File: config.mk
export PLATFORM = sky130hd
export DESIGN_NAME = reg_map_recovery_sequencer
export DESIGN_NICKNAME = d
export VERILOG_FILES = /design/src/rtl/reg_map_recovery_sequencer.sv
export SDC_FILE = /design/constraint.sdc
export NUM_CORES = 1
export LEC_CHECK = 0
export BUFFER_PORTS_ARGS = -buffer_cell sky130_fd_sc_hd__clkbuf_2
export CAP_MARGIN = 5
export CELL_PAD_IN_SITES_DETAIL_PLACEMENT = 1
export CELL_PAD_IN_SITES_GLOBAL_PLACEMENT = 2
export CORE_ASPECT_RATIO = 1.25
export CORE_MARGIN = 2
export CORE_UTILIZATION = 31
export CTS_BUF_LIST = sky130_fd_sc_hd__clkbuf_8
export DETAILED_ROUTE_END_ITERATION = 12
export GPL_TIMING_DRIVEN = 0
export PLACE_DENSITY = 0.95
export SETUP_SLACK_MARGIN = 0.15
export SYNTH_ARGS = -nofsm -noshare
export SYNTH_HDL_FRONTEND = slang
export SYNTH_SLANG_ARGS = --single-unit
File: constraint.sdc
create_clock -name CLK -period 5.29 [get_ports CLK]
set_clock_uncertainty 0.2 [all_clocks]
set_input_delay 1.058 -clock CLK [delete_from_list [all_inputs] [get_ports CLK]]
set_output_delay 1.058 -clock CLK [all_outputs]
set_load 0.1 [all_outputs]
File: src/rtl/reg_map_recovery_sequencer.sv
// reg_map_recovery_sequencer
// Sequences recovery of the rename state after a kill from dispatch.
// The sequencer first tries a one-cycle checkpoint restore. If no checkpoint
// can be restored, it walks the ROB from the youngest entry to the oldest and
// issues one revert per cycle. Dispatch stays stalled until recovery is done.
// At the end, the ROB tail is moved to the slot just after the killing instr.
//
// Ports
//   CLK, nRST                       clock, asynchronous active-low reset
//   DUT_error                       registered one-cycle protocol-violation flag
//   kill_*                          kill request: surviving ROB index, checkpoint column
//   ROB_head_index/ROB_tail_index   age reference and allocation boundary
//   restore_checkpoint_*            checkpoint restore request; same-cycle success reply
//   ROB_read_*                      walk pointer out, combinational entry fields in
//   revert_*                        one-cycle revert to the free list and map table
//   ROB_tail_set_*                  one-cycle ROB tail update pulse
//   dispatch_stall                  combinational stall to dispatch
module reg_map_recovery_sequencer #(
    parameter int unsigned ROB_DEPTH        = 16,
    parameter int unsigned LOG_ROB_DEPTH    = 4,
    parameter int unsigned ARCH_REG_W       = 5,
    parameter int unsigned PHYS_REG_W       = 6,
    parameter int unsigned LOG_CKPT_COLUMNS = 2
) (
    input  logic                        CLK,
    input  logic                        nRST,
    output logic                        DUT_error,

    input  logic                        kill_valid,
    input  logic [LOG_ROB_DEPTH-1:0]    kill_ROB_index,
    input  logic [LOG_CKPT_COLUMNS-1:0] kill_checkpoint_column,
    input  logic [LOG_ROB_DEPTH-1:0]    ROB_head_index,
    input  logic [LOG_ROB_DEPTH-1:0]    ROB_tail_index,

    output logic                        restore_checkpoint_valid,
    output logic                        restore_checkpoint_speculate_failed,
    output logic [LOG_ROB_DEPTH-1:0]    restore_checkpoint_ROB_index,
    output logic [LOG_CKPT_COLUMNS-1:0] restore_checkpoint_safe_column,
    input  logic                        restore_checkpoint_success,

    output logic [LOG_ROB_DEPTH-1:0]    ROB_read_index,
    input  logic                        ROB_read_writes_reg,
    input  logic [ARCH_REG_W-1:0]       ROB_read_dest_arch_reg_tag,
    input  logic [PHYS_REG_W-1:0]       ROB_read_safe_dest_phys_reg_tag,
    input  logic [PHYS_REG_W-1:0]       ROB_read_speculated_dest_phys_reg_tag,

    output logic                        revert_valid,
    output logic [ARCH_REG_W-1:0]       revert_dest_arch_reg_tag,
    output logic [PHYS_REG_W-1:0]       revert_safe_dest_phys_reg_tag,
    output logic [PHYS_REG_W-1:0]       revert_speculated_dest_phys_reg_tag,

    output logic                        ROB_tail_set_valid,
    output logic [LOG_ROB_DEPTH-1:0]    ROB_tail_set_index,

    output logic                        dispatch_stall
);

    localparam int unsigned            IDX_W    = LOG_ROB_DEPTH;
    localparam logic [IDX_W-1:0]       LAST_IDX = IDX_W'(ROB_DEPTH - 1);

    typedef enum logic [1:0] {
        S_IDLE,
        S_RESTORE_TRY,
        S_WALK,
        S_DONE
    } state_t;

    state_t                      state, state_nxt;
    logic [IDX_W-1:0]            target, target_nxt;
    logic [IDX_W-1:0]            ptr, ptr_nxt;
    logic [LOG_CKPT_COLUMNS-1:0] column, column_nxt;
    logic                        error_nxt;

    logic [IDX_W-1:0]            kill_age, tail_age, target_age;
    logic [IDX_W-1:0]            tail_minus_one, target_plus_one, ptr_minus_one;
    logic                        kill_legal, kill_older, retarget;

    // Ages relative to the head; subtraction wraps modulo the ROB depth.
    always_comb begin
        kill_age        = kill_ROB_index - ROB_head_index;
        tail_age        = ROB_tail_index - ROB_head_index;
        target_age      = target - ROB_head_index;
        kill_legal      = (kill_age < tail_age);
        kill_older      = (kill_age < target_age);
        retarget        = kill_valid && kill_legal && kill_older && (state != S_IDLE);
        tail_minus_one  = ROB_tail_index - IDX_W'(1);
        target_plus_one = target + IDX_W'(1);
        ptr_minus_one   = (ptr == '0) ? LAST_IDX : ptr - IDX_W'(1);
    end

    // State and recovery bookkeeping registers.
    always_ff @(posedge CLK or negedge nRST) begin
        if (!nRST) begin
            state     <= S_IDLE;
            target    <= '0;
            ptr       <= '0;
            column    <= '0;
            DUT_error <= 1'b0;
        end else begin
            state     <= state_nxt;
            target    <= target_nxt;
            ptr       <= ptr_nxt;
            column    <= column_nxt;
            DUT_error <= error_nxt;
        end
    end

    // Next-state and output decode.
    always_comb begin
        state_nxt                           = state;
        target_nxt                          = target;
        ptr_nxt                             = ptr;
        column_nxt                          = column;
        restore_checkpoint_valid            = 1'b0;
        restore_checkpoint_speculate_failed = 1'b0;
        restore_checkpoint_ROB_index        = target;
        restore_checkpoint_safe_column      = column;
        ROB_read_index                      = ptr;
        revert_valid                        = 1'b0;
        revert_dest_arch_reg_tag            = '0;
        revert_safe_dest_phys_reg_tag       = '0;
        revert_speculated_dest_phys_reg_tag = '0;
        ROB_tail_set_valid                  = 1'b0;
        ROB_tail_set_index                  = target_plus_one;

        case (state)
            S_IDLE: begin
                if (kill_valid && kill_legal) begin
                    target_nxt = kill_ROB_index;
                    column_nxt = kill_checkpoint_column;
                    ptr_nxt    = tail_minus_one;
                    // Killer is already the youngest entry: nothing to undo.
                    state_nxt  = (tail_minus_one == kill_ROB_index) ? S_DONE : S_RESTORE_TRY;
                end
            end
            S_RESTORE_TRY: begin
                restore_checkpoint_valid            = 1'b1;
                restore_checkpoint_speculate_failed = 1'b1;
                if (restore_checkpoint_success) begin
                    ptr_nxt   = target;
                    state_nxt = S_DONE;
                end else begin
                    state_nxt = S_WALK;
                end
            end
            S_WALK: begin
                revert_valid = ROB_read_writes_reg;
                if (ROB_read_writes_reg) begin
                    revert_dest_arch_reg_tag            = ROB_read_dest_arch_reg_tag;
                    revert_safe_dest_phys_reg_tag       = ROB_read_safe_dest_phys_reg_tag;
                    revert_speculated_dest_phys_reg_tag = ROB_read_speculated_dest_phys_reg_tag;
                end
                if (ptr == target_plus_one) begin
                    state_nxt = S_DONE;
                end else begin
                    ptr_nxt = ptr_minus_one;
                end
            end
            S_DONE: begin
                ROB_tail_set_valid = !retarget;
                state_nxt          = S_IDLE;
            end
            default: state_nxt = S_IDLE;
        endcase

        // An older kill during recovery extends the walk. Everything younger than
        // the point already reached is undone, so the walk continues from there.
        if (retarget) begin
            target_nxt = kill_ROB_index;
            column_nxt = kill_checkpoint_column;
            state_nxt  = S_WALK;
            if (state == S_WALK) begin
                ptr_nxt = ptr_minus_one;
            end else if (state == S_DONE) begin
                ptr_nxt = target;
            end
        end

        error_nxt = (kill_valid && !kill_legal) ||
                    (revert_valid && (ROB_read_speculated_dest_phys_reg_tag == '0));
    end

    assign dispatch_stall = kill_valid || (state != S_IDLE);

endmodule

# == Yosys cells after proc, flatten, opt, wreduce, memory -nomap -nowiden ==
# Index checks and enable logic that the tools add are counted.
# word_totals
reg_bits,13
inputBits,36
out_inout_bits,37
# op_classes
n_addsub,6
order_cmp,2
eq_ne,7
n_mux,29
reduce_logical,17
# op_table
cell,count
$mux W4,10
$mux W6,4
$mux W2,7
$pmux W4 S3,1
$sub A4 B4 Y4,3
$mux W5,2
$eq A4 B4 Y1,2
$lt A4 B4 Y1,2
$pmux W2 S4,1
$sub A4 B1 Y4 const B,2
$logic_not A6 Y1,1
$ne A3 B3 Y1 const B,2
$reduce_bool A2 Y1,3
$logic_and A1 B1 Y1,5
$add A4 B1 Y4 const B,1
$eq A2 B2 Y1 const B,2
$logic_not A4 Y1,1
$mux W1,4
$reduce_and A2 Y1,2
$eq A2 B1 Y1 const B,1
$logic_not A1 Y1,2
$logic_not A2 Y1,1
$logic_or A1 B1 Y1,2

# == Logic depth before layout (Yosys ltp) ==
# Gate-level depths: netlist of the first run.
# depth
word_depth,8
ltp_mapped,15
mapped_depth_nobuf,13

# == Worst setup path before layout of the first run ==
# OpenSTA, ideal clock, no wires.
# synth_path
path_kind,reg2out
start,"register target[0], in the netlist restore_checkpoint_ROB_index[0]"
end,output ROB_tail_set_valid
arrival_ns,4.729
path_slack_ns,-0.697
path_stages_with_launch,12
path_buffers,1
cell_sequence,dfrtp_1 inv_1 ha_1 inv_1 fa_1 inv_1 ha_1 o211ai_1 o21a_1 o211a_1 buf_2 nor2b_1
# synth_via
elab_chain_cells,6
# synth_rtl
element,line,text
from (decl),69,"logic [IDX_W-1:0] target, target_nxt;"
from (signal assigned),101,target <= target_nxt;
$sub A4 B4 Y4,82,target_age = target - ROB_head_index;
$lt A4 B4 Y1,84,kill_older = (kill_age < target_age);
$logic_and A1 B1 Y1 (2 in a row),85,retarget = kill_valid && kill_legal && kill_older && (state != S_IDLE);
$logic_not A1 Y1,160,ROB_tail_set_valid = !retarget;
$mux W1,126,case (state)
to (decl),52,"output logic ROB_tail_set_valid,"
# Every way passes these cells.

# == Worst setup path in the final report of the first run ==
# layout_path
start,input ROB_head_index[1]
end,output ROB_tail_set_valid
# layout_via
elab_chain_cells,7
# layout_rtl
element,line,text
from (decl),32,"input logic [LOG_ROB_DEPTH-1:0] ROB_head_index,"
$sub A4 B4 Y4 (on tied branches),"80, 81",
$lt A4 B4 Y1,83,kill_legal = (kill_age < tail_age);
$logic_and A1 B1 Y1,85,
$logic_and A1 B1 Y1 * (2 in a row),85,
$logic_not A1 Y1 *,160,
$mux W1 *,126,
# Every way passes the cells marked *; elsewhere a longest branch is shown, timed or not.

==> impl_metrics.py, run 1 <==
metrics = {
    "run_status": {
        "outcome": "finished, final reports clean",
    },
    "routing": {
        "drt_iter0_drc": 76,
        "drc_errors": 0,
        "firstDrtPassIters": 4,
        "via_per_inst": 4.95,
        "routedWlPerCell_um": 15.1,
        "drtAntennaViolNets": 0,
        "drt_wl_total_um": 5700,
        "dr_total_vias": 1877,
    },
    "yosys": {
        "ys_seq_elements": 13,
        "syn_inst": 219,
        "synth_area_um2": 1910,
        "ys_seq_area_share_pct": 17.0,
        "syn-mean-instance-area_um2": 8.74,
        "synth_common_cells": "ha_1 (23), inv_1 (19), and3_1 (18), dfrtp_1 (13), nand2_1 (12)",
        "synth_fp_nets": 281,
        "yosys.area.top_type": "dfrtp_1",
        "synth.most_common_cell": "ha_1",
        "synth_area_leaders": "dfrtp_1 (17%), ha_1 (15%), and3_1 (5.9%), xnor2_1 (4.6%), xor2_1 (4.6%)",
        "asyncSetResetFlopFracSynth_pct": 100,
        "yosys.area.top_type_share_pct": 17.0,
        "yosys_warnings": 0,
        "ys_types": 51,
        "synth-edff-count": 0,
        "synthFlopType": "dfrtp_1",
    },
    "worst_setup_path": {
        "cp.required_ns": 4.03,
        "r2r-start": "restore_checkpoint_ROB_index[1]$_DFFE_PN0P_",
        "worstSetupPathType": "in2out",
        "rr_worst_depth": 12,
        "critPathArrivalTime_ns": 3.68,
        "critical_path.top_delay_family": "compound AO/OA/AOI/OAI gates",
        "r2r-end": "ROB_read_index[1]$_DFF_PN0_",
        "cp_cell_sequence": "clkbuf_2, inv_1, ha_1, a21o_1, a21oi_1, xnor2_1, ha_1, a211oi_1, o21a_1, o211a_1, buf_2, nor2b_4, buf_2",
        "path_buf_inv": 4,
        "cp_slowest_cell": "ha_1",
        "rrSetupSlack_ns": 1.93,
        "cpPeakStageDelay_ns": 0.31,
        "endpoint_kind": "output port",
        "critPathLaunchType": "primary input",
        "path_max_fanout": 8,
    },
    "finish": {
        "drive_gt1_share_pct": 33.3,
        "antenna_cells": 0,
        "nets": 357,
        "fin_area_um2": 2430,
        "syn_to_final_growth_pct": 26.9,
    },
    "run": {
        "drv_cap": 0,
    },
    "global_route": {
        "grt_pass1_vias": 1928,
        "grt_max_degree": 14,
        "grtUsageTotal_pct": 16.9,
        "grt_pass1_wl_um": 9190,
        "antenna_found_initial": 0,
        "grt-ovfl-total": 0,
    },
    "timing": {
        "drv_slew": 0,
        "clock.fmax_mhz": 202,
        "worst_slew_pin_slew_ns": 0.615,
        "hold_viol_final": 0,
        "max-slew-margin-rel_pct": 58.9,
        "fin_crit_sh_pct": 93.4,
        "rsz0062_at_grt": "false",
        "period_minus_slack_ns": 4.94,
        "tns_ns": 0,
        "setup_violations": 0,
    },
    "clock_network": {
        "cts_tree": "yes",
        "clk_latency_ns": 0.25,
        "path_clk_slew_ns": 0.07,
        "cts_max_level": 1,
        "cts-hold-fix-buffers": 0,
        "numCtsBuffers": 3,
        "root_buffer": "clkbuf_8",
        "cts.sinks": 13,
        "cts_setup_buffers": 0,
        "clockBufferDepth": 2,
    },
    "die": {
        "ios": 73,
        "dieArea_um2": 6820,
        "chipWidth_um": 74.3,
        "floorplan.initialDensity_pct": 31.5,
        "rows": 32,
        "dieHeight_um": 91.9,
        "core_area_um2": 6090,
    },
    "worst_hold_path": {
        "min_path_type": "reg2reg",
        "hold_path_depth": 1,
        "holdCritStartpoint": "restore_checkpoint_safe_column[0]$_DFFE_PN0P_",
        "worstHoldEndpoint": "restore_checkpoint_safe_column[0]$_DFFE_PN0P_",
    },
    "placed_design": {
        "dpl_cell_area_um2": 2380,
        "dp.final_hpwl_um": 4790,
        "gp_congestion": 0.857,
        "io_buffers": 71,
    },
}
[metal layers]
metal | vias up | track usage [%] | part of all wire [%]
met5 | - | 0 | 0
met4 | 0 | 4.91 | 1.3
met3 | 7 | 0.769 | 2.4
met2 | 36 | 30.1 | 54
met1 | 903 | 21.6 | 43
li1 | 931 | - | -
[flip-flops by register name, summed over array words and instances, names as in the netlist]
name	count
DUT_error	1
ROB_read_index	4
restore_checkpoint_safe_column	2
state	2
restore_checkpoint_ROB_index	4
[stage by stage]
step           cells  setup WS [ns]  util (%)  hold WS (ns)
2_1_floorplan    219          0.165         -         0.372
3_3_place_gp     375          0.302      39.2         0.289
3_5_place_dp     375          0.239      39.2         0.305
4_1_cts          379          0.229      39.9         0.320
5_1_grt          379          0.152      39.9         0.337
6_report         379          0.348      39.9         0.318
[timing repair]
item	4_1_cts	5_1_grt
endpoints found under the hold margin	0	0
resized for setup	0	1
endpoints found under the setup margin	0	1
[kinds of logic (layout without fill, tap and decap cells)]
| logic type | after synthesis | after routing | synth area share [%] |
|---|---|---|---|
| AND/OR/NAND/NOR | 63 | 63 | 18.7 |
| buffers and inverters | 35 | 110 | 8.37 |
| XOR/XNOR | 22 | 22 | 11.2 |
| multiplexers | 14 | 14 | 8.04 |
| flip-flops | 13 | 13 | 17.0 |
| AO/OA/AOI/OAI | 46 | 46 | 18.6 |
| adder cells (fa/ha/maj) | 26 | 26 | 18.2 |
[cell type report]
cell class | instances | area (um^2)
Fill cell | 789 | 3660
Multi-Input combinational cell | 171 | 1440
Timing Repair Buffer | 71 | 355
Sequential cell | 13 | 325
Tap cell | 85 | 106
Buffer | 16 | 88.8
Inverter | 19 | 71.3
Clock buffer | 3 | 41.3
Clock inverter | 1 | 5.00
[placed cells by master (no fill, tap or decap), types with 7 or more instances in the layout]
master / count
nand2_1: 12
ha_1: 23
mux2_2: 7
and3_1: 18
xnor2_1: 10
xor2_1: 10
dfrtp_1: 13
inv_1: 19
clkbuf_1: 9
clkbuf_2: 70
[how the worst max path moves through the flow]
stage | from | endpoint | slack [ns] | cells after the start
final | ROB_head_index[1] | ROB_tail_set_valid | 0.35 | 13
after global placement | ROB_head_index[1] | ROB_tail_set_valid | 0.30 | 13
after CTS | ROB_head_index[1] | ROB_tail_set_valid | 0.23 | 13
after floorplan | restore_checkpoint_ROB_index[0]$_DFFE_PN0P_ | ROB_tail_set_valid | 0.16 | 11
after detailed placement | ROB_head_index[1] | ROB_tail_set_valid | 0.24 | 13
after global routing | ROB_head_index[1] | ROB_tail_set_valid | 0.15 | 13
Power of run 1 is left out: the tool's default activity adds up to more than one toggle a clock period on the data nets, which glitch-free logic cannot reach.
==> run 2: changes to the inputs <==
ABC_AREA = 1   (was unset)
CORE_ASPECT_RATIO = 1.4   (was 1.25)
CORE_UTILIZATION = 28   (was 31)
==> impl_metrics.py, run 2 <==
metrics = {
    "run": {
        "drv_cap": 0,
    },
    "die": {
        "rows": 35,
        "floorplan.initialDensity_pct": 29.0,
        "core_area_um2": 6610,
        "ios": 73,
        "chipWidth_um": 73.9,
        "dieHeight_um": 102,
        "dieArea_um2": 7530,
    },
    "finish": {
        "final_cell_mix": "nand2_1 (84), clkbuf_2 (71), inv_1 (50)",
        "nets": 439,
        "antenna_cells": 0,
        "utilization_pct": 36.8,
        "regArea_um2": 325,
        "final.fill_count": 900,
        "multiInputGateArea_um2": 1350,
        "syn_to_final_growth_pct": 27.0,
        "final_common_cell": "nand2_1",
        "fin_area_um2": 2430,
        "drive_gt1_share_pct": 26.1,
        "stdcell_count": 468,
    },
    "placed_design": {
        "dp.final_hpwl_um": 5210,
        "io_buffers": 71,
        "dpl_cell_area_um2": 2390,
        "gp_congestion": 0.831,
        "dpl.cell_count": 464,
    },
    "worst_hold_path": {
        "worstHoldEndpoint": "restore_checkpoint_safe_column[0]$_DFFE_PN0P_",
        "hold_path_depth": 2,
        "min_path_type": "reg2reg",
        "holdCritStartpoint": "restore_checkpoint_safe_column[0]$_DFFE_PN0P_",
    },
    "yosys": {
        "synth_fp_nets": 363,
        "yosys_warnings": 0,
        "ys_types": 29,
        "ys_seq_elements": 13,
        "yosys.area.top_type_share_pct": 17.0,
        "synth.most_common_cell": "nand2_1",
        "synth_area_leaders": "dfrtp_1 (17%), nand2_1 (16%), ha_1 (15%), inv_1 (9.6%), nand3_1 (6.0%)",
        "syn_inst": 301,
        "yosys.area.top_type": "dfrtp_1",
        "synth_area_um2": 1920,
        "syn-mean-instance-area_um2": 6.36,
        "ys_seq_area_share_pct": 17.0,
        "synth-edff-count": 0,
        "synthFlopType": "dfrtp_1",
        "synth_common_cells": "nand2_1 (84), inv_1 (49), nor2_1 (25), ha_1 (23), nand3_1 (23)",
        "asyncSetResetFlopFracSynth_pct": 100,
    },
    "worst_setup_path": {
        "worstSetupPathType": "in2out",
        "cp.required_ns": 4.03,
        "rrSetupSlack_ns": 2.30,
        "critPathArrivalTime_ns": 3.58,
        "path_max_fanout": 7,
        "crit_cells": 12,
        "critPathLaunchType": "primary input",
        "rr_worst_depth": 15,
        "cp_cell_sequence": "clkbuf_2, inv_1, ha_1, nand2_1, o21ai_0, xor2_1, ha_1, a21oi_2, nand3_2, nor2_2, nor2_2, clkbuf_2",
        "cp_slowest_cell": "clkbuf_2",
        "critical_path.top_delay_family": "buffers and inverters",
        "crit_start": "ROB_head_index[1]",
        "cpPeakStageDelay_ns": 0.37,
        "r2r-start": "restore_checkpoint_ROB_index[0]$_DFFE_PN0P_",
        "endpoint_kind": "output port",
        "r2r-end": "ROB_read_index[1]$_DFF_PN0_",
        "path_buf_inv": 3,
    },
    "routing": {
        "drt_iter0_drc": 78,
        "via_per_inst": 4.63,
        "drc_errors": 0,
        "dr_total_vias": 2165,
        "drt_wl_total_um": 6130,
        "routedWlPerCell_um": 13.1,
        "firstDrtPassIters": 4,
        "drtAntennaViolNets": 0,
    },
    "timing": {
        "rsz0062_at_grt": "false",
        "period_minus_slack_ns": 4.83,
        "max-slew-margin-rel_pct": 63.2,
        "fin_crit_sh_pct": 91.4,
        "clock.fmax_mhz": 207,
        "setup_violations": 0,
        "tns_ns": 0,
        "worst_slew_pin_slew_ns": 0.555,
        "drv_slew": 0,
        "hold_viol_final": 0,
    },
    "clock_network": {
        "root_buffer": "clkbuf_8",
        "cts_tree": "yes",
        "post_cts_resized": 0,
        "cts-hold-fix-buffers": 0,
        "cts.sinks": 13,
        "path_clk_slew_ns": 0.06,
        "cts_setup_buffers": 0,
        "clk_latency_ns": 0.25,
        "cts_max_level": 1,
        "numCtsBuffers": 3,
        "clockBufferDepth": 2,
    },
    "global_route": {
        "antenna_found_initial": 0,
        "grtUsageTotal_pct": 17.3,
        "grt-ovfl-total": 0,
        "grt_pass1_vias": 2267,
        "grt_max_degree": 14,
        "grt_pass1_wl_um": 10300,
    },
    "run_status": {
        "outcome": "finished, final reports clean",
    },
}
## run 2: how the worst max path moves through the flow
stage                         end
3_5_place_dp   ROB_tail_set_valid
4_1_cts        ROB_tail_set_valid
6_report       ROB_tail_set_valid
2_1_floorplan  ROB_tail_set_valid
5_1_grt        ROB_tail_set_valid
3_3_place_gp   ROB_tail_set_valid
## run 2: cell type report
cell class,instances,area share (%)
flip-flops and latches,13,13.4
multi-input cells,226,55.3
clock buffers,3,1.70
repair buffers,71,14.6
well taps,92,4.73
plain buffers,7,1.70
clock inverters,1,0.154
inverters,55,8.48
## run 2: metal layers
metal  routed length [um]  vias up  track usage [%]
met2                 3310       47             32.9
met3                  135       10            0.986
met4                  107        0             4.90
met1                 2580     1007             20.3
li1                     -     1101                -
met5                    0        -                0
## run 2: worst min-delay path, stage by stage (launching register included)
cell and delay, ns:
dfrtp_1 0.38, inv_1 0.05, o21ai_1 0.06
## run 2: cell families after synthesis
| logic type | Yosys count | share of synthesized area, % |
|---|---|---|
| AO/OA/AOI/OAI | 38 | 11.2 |
| XOR/XNOR | 13 | 5.94 |
| adder cells (fa/ha/maj) | 26 | 18.2 |
| buffers and inverters | 62 | 12.9 |
| flip-flops | 13 | 17.0 |
| AND/OR/NAND/NOR | 149 | 34.7 |
## run 2: per-stage QoR
| stage | setup slack (ns) | hold slack, ns |
|---|---|---|
| CTS | 0.431 | 0.344 |
| global route | 0.212 | 0.390 |
| global placement | 0.502 | 0.313 |
| detailed placement | 0.433 | 0.331 |
| floorplan | 0.331 | 0.399 |
| finish | 0.455 | 0.333 |
Power of run 2 is left out for the same reason.
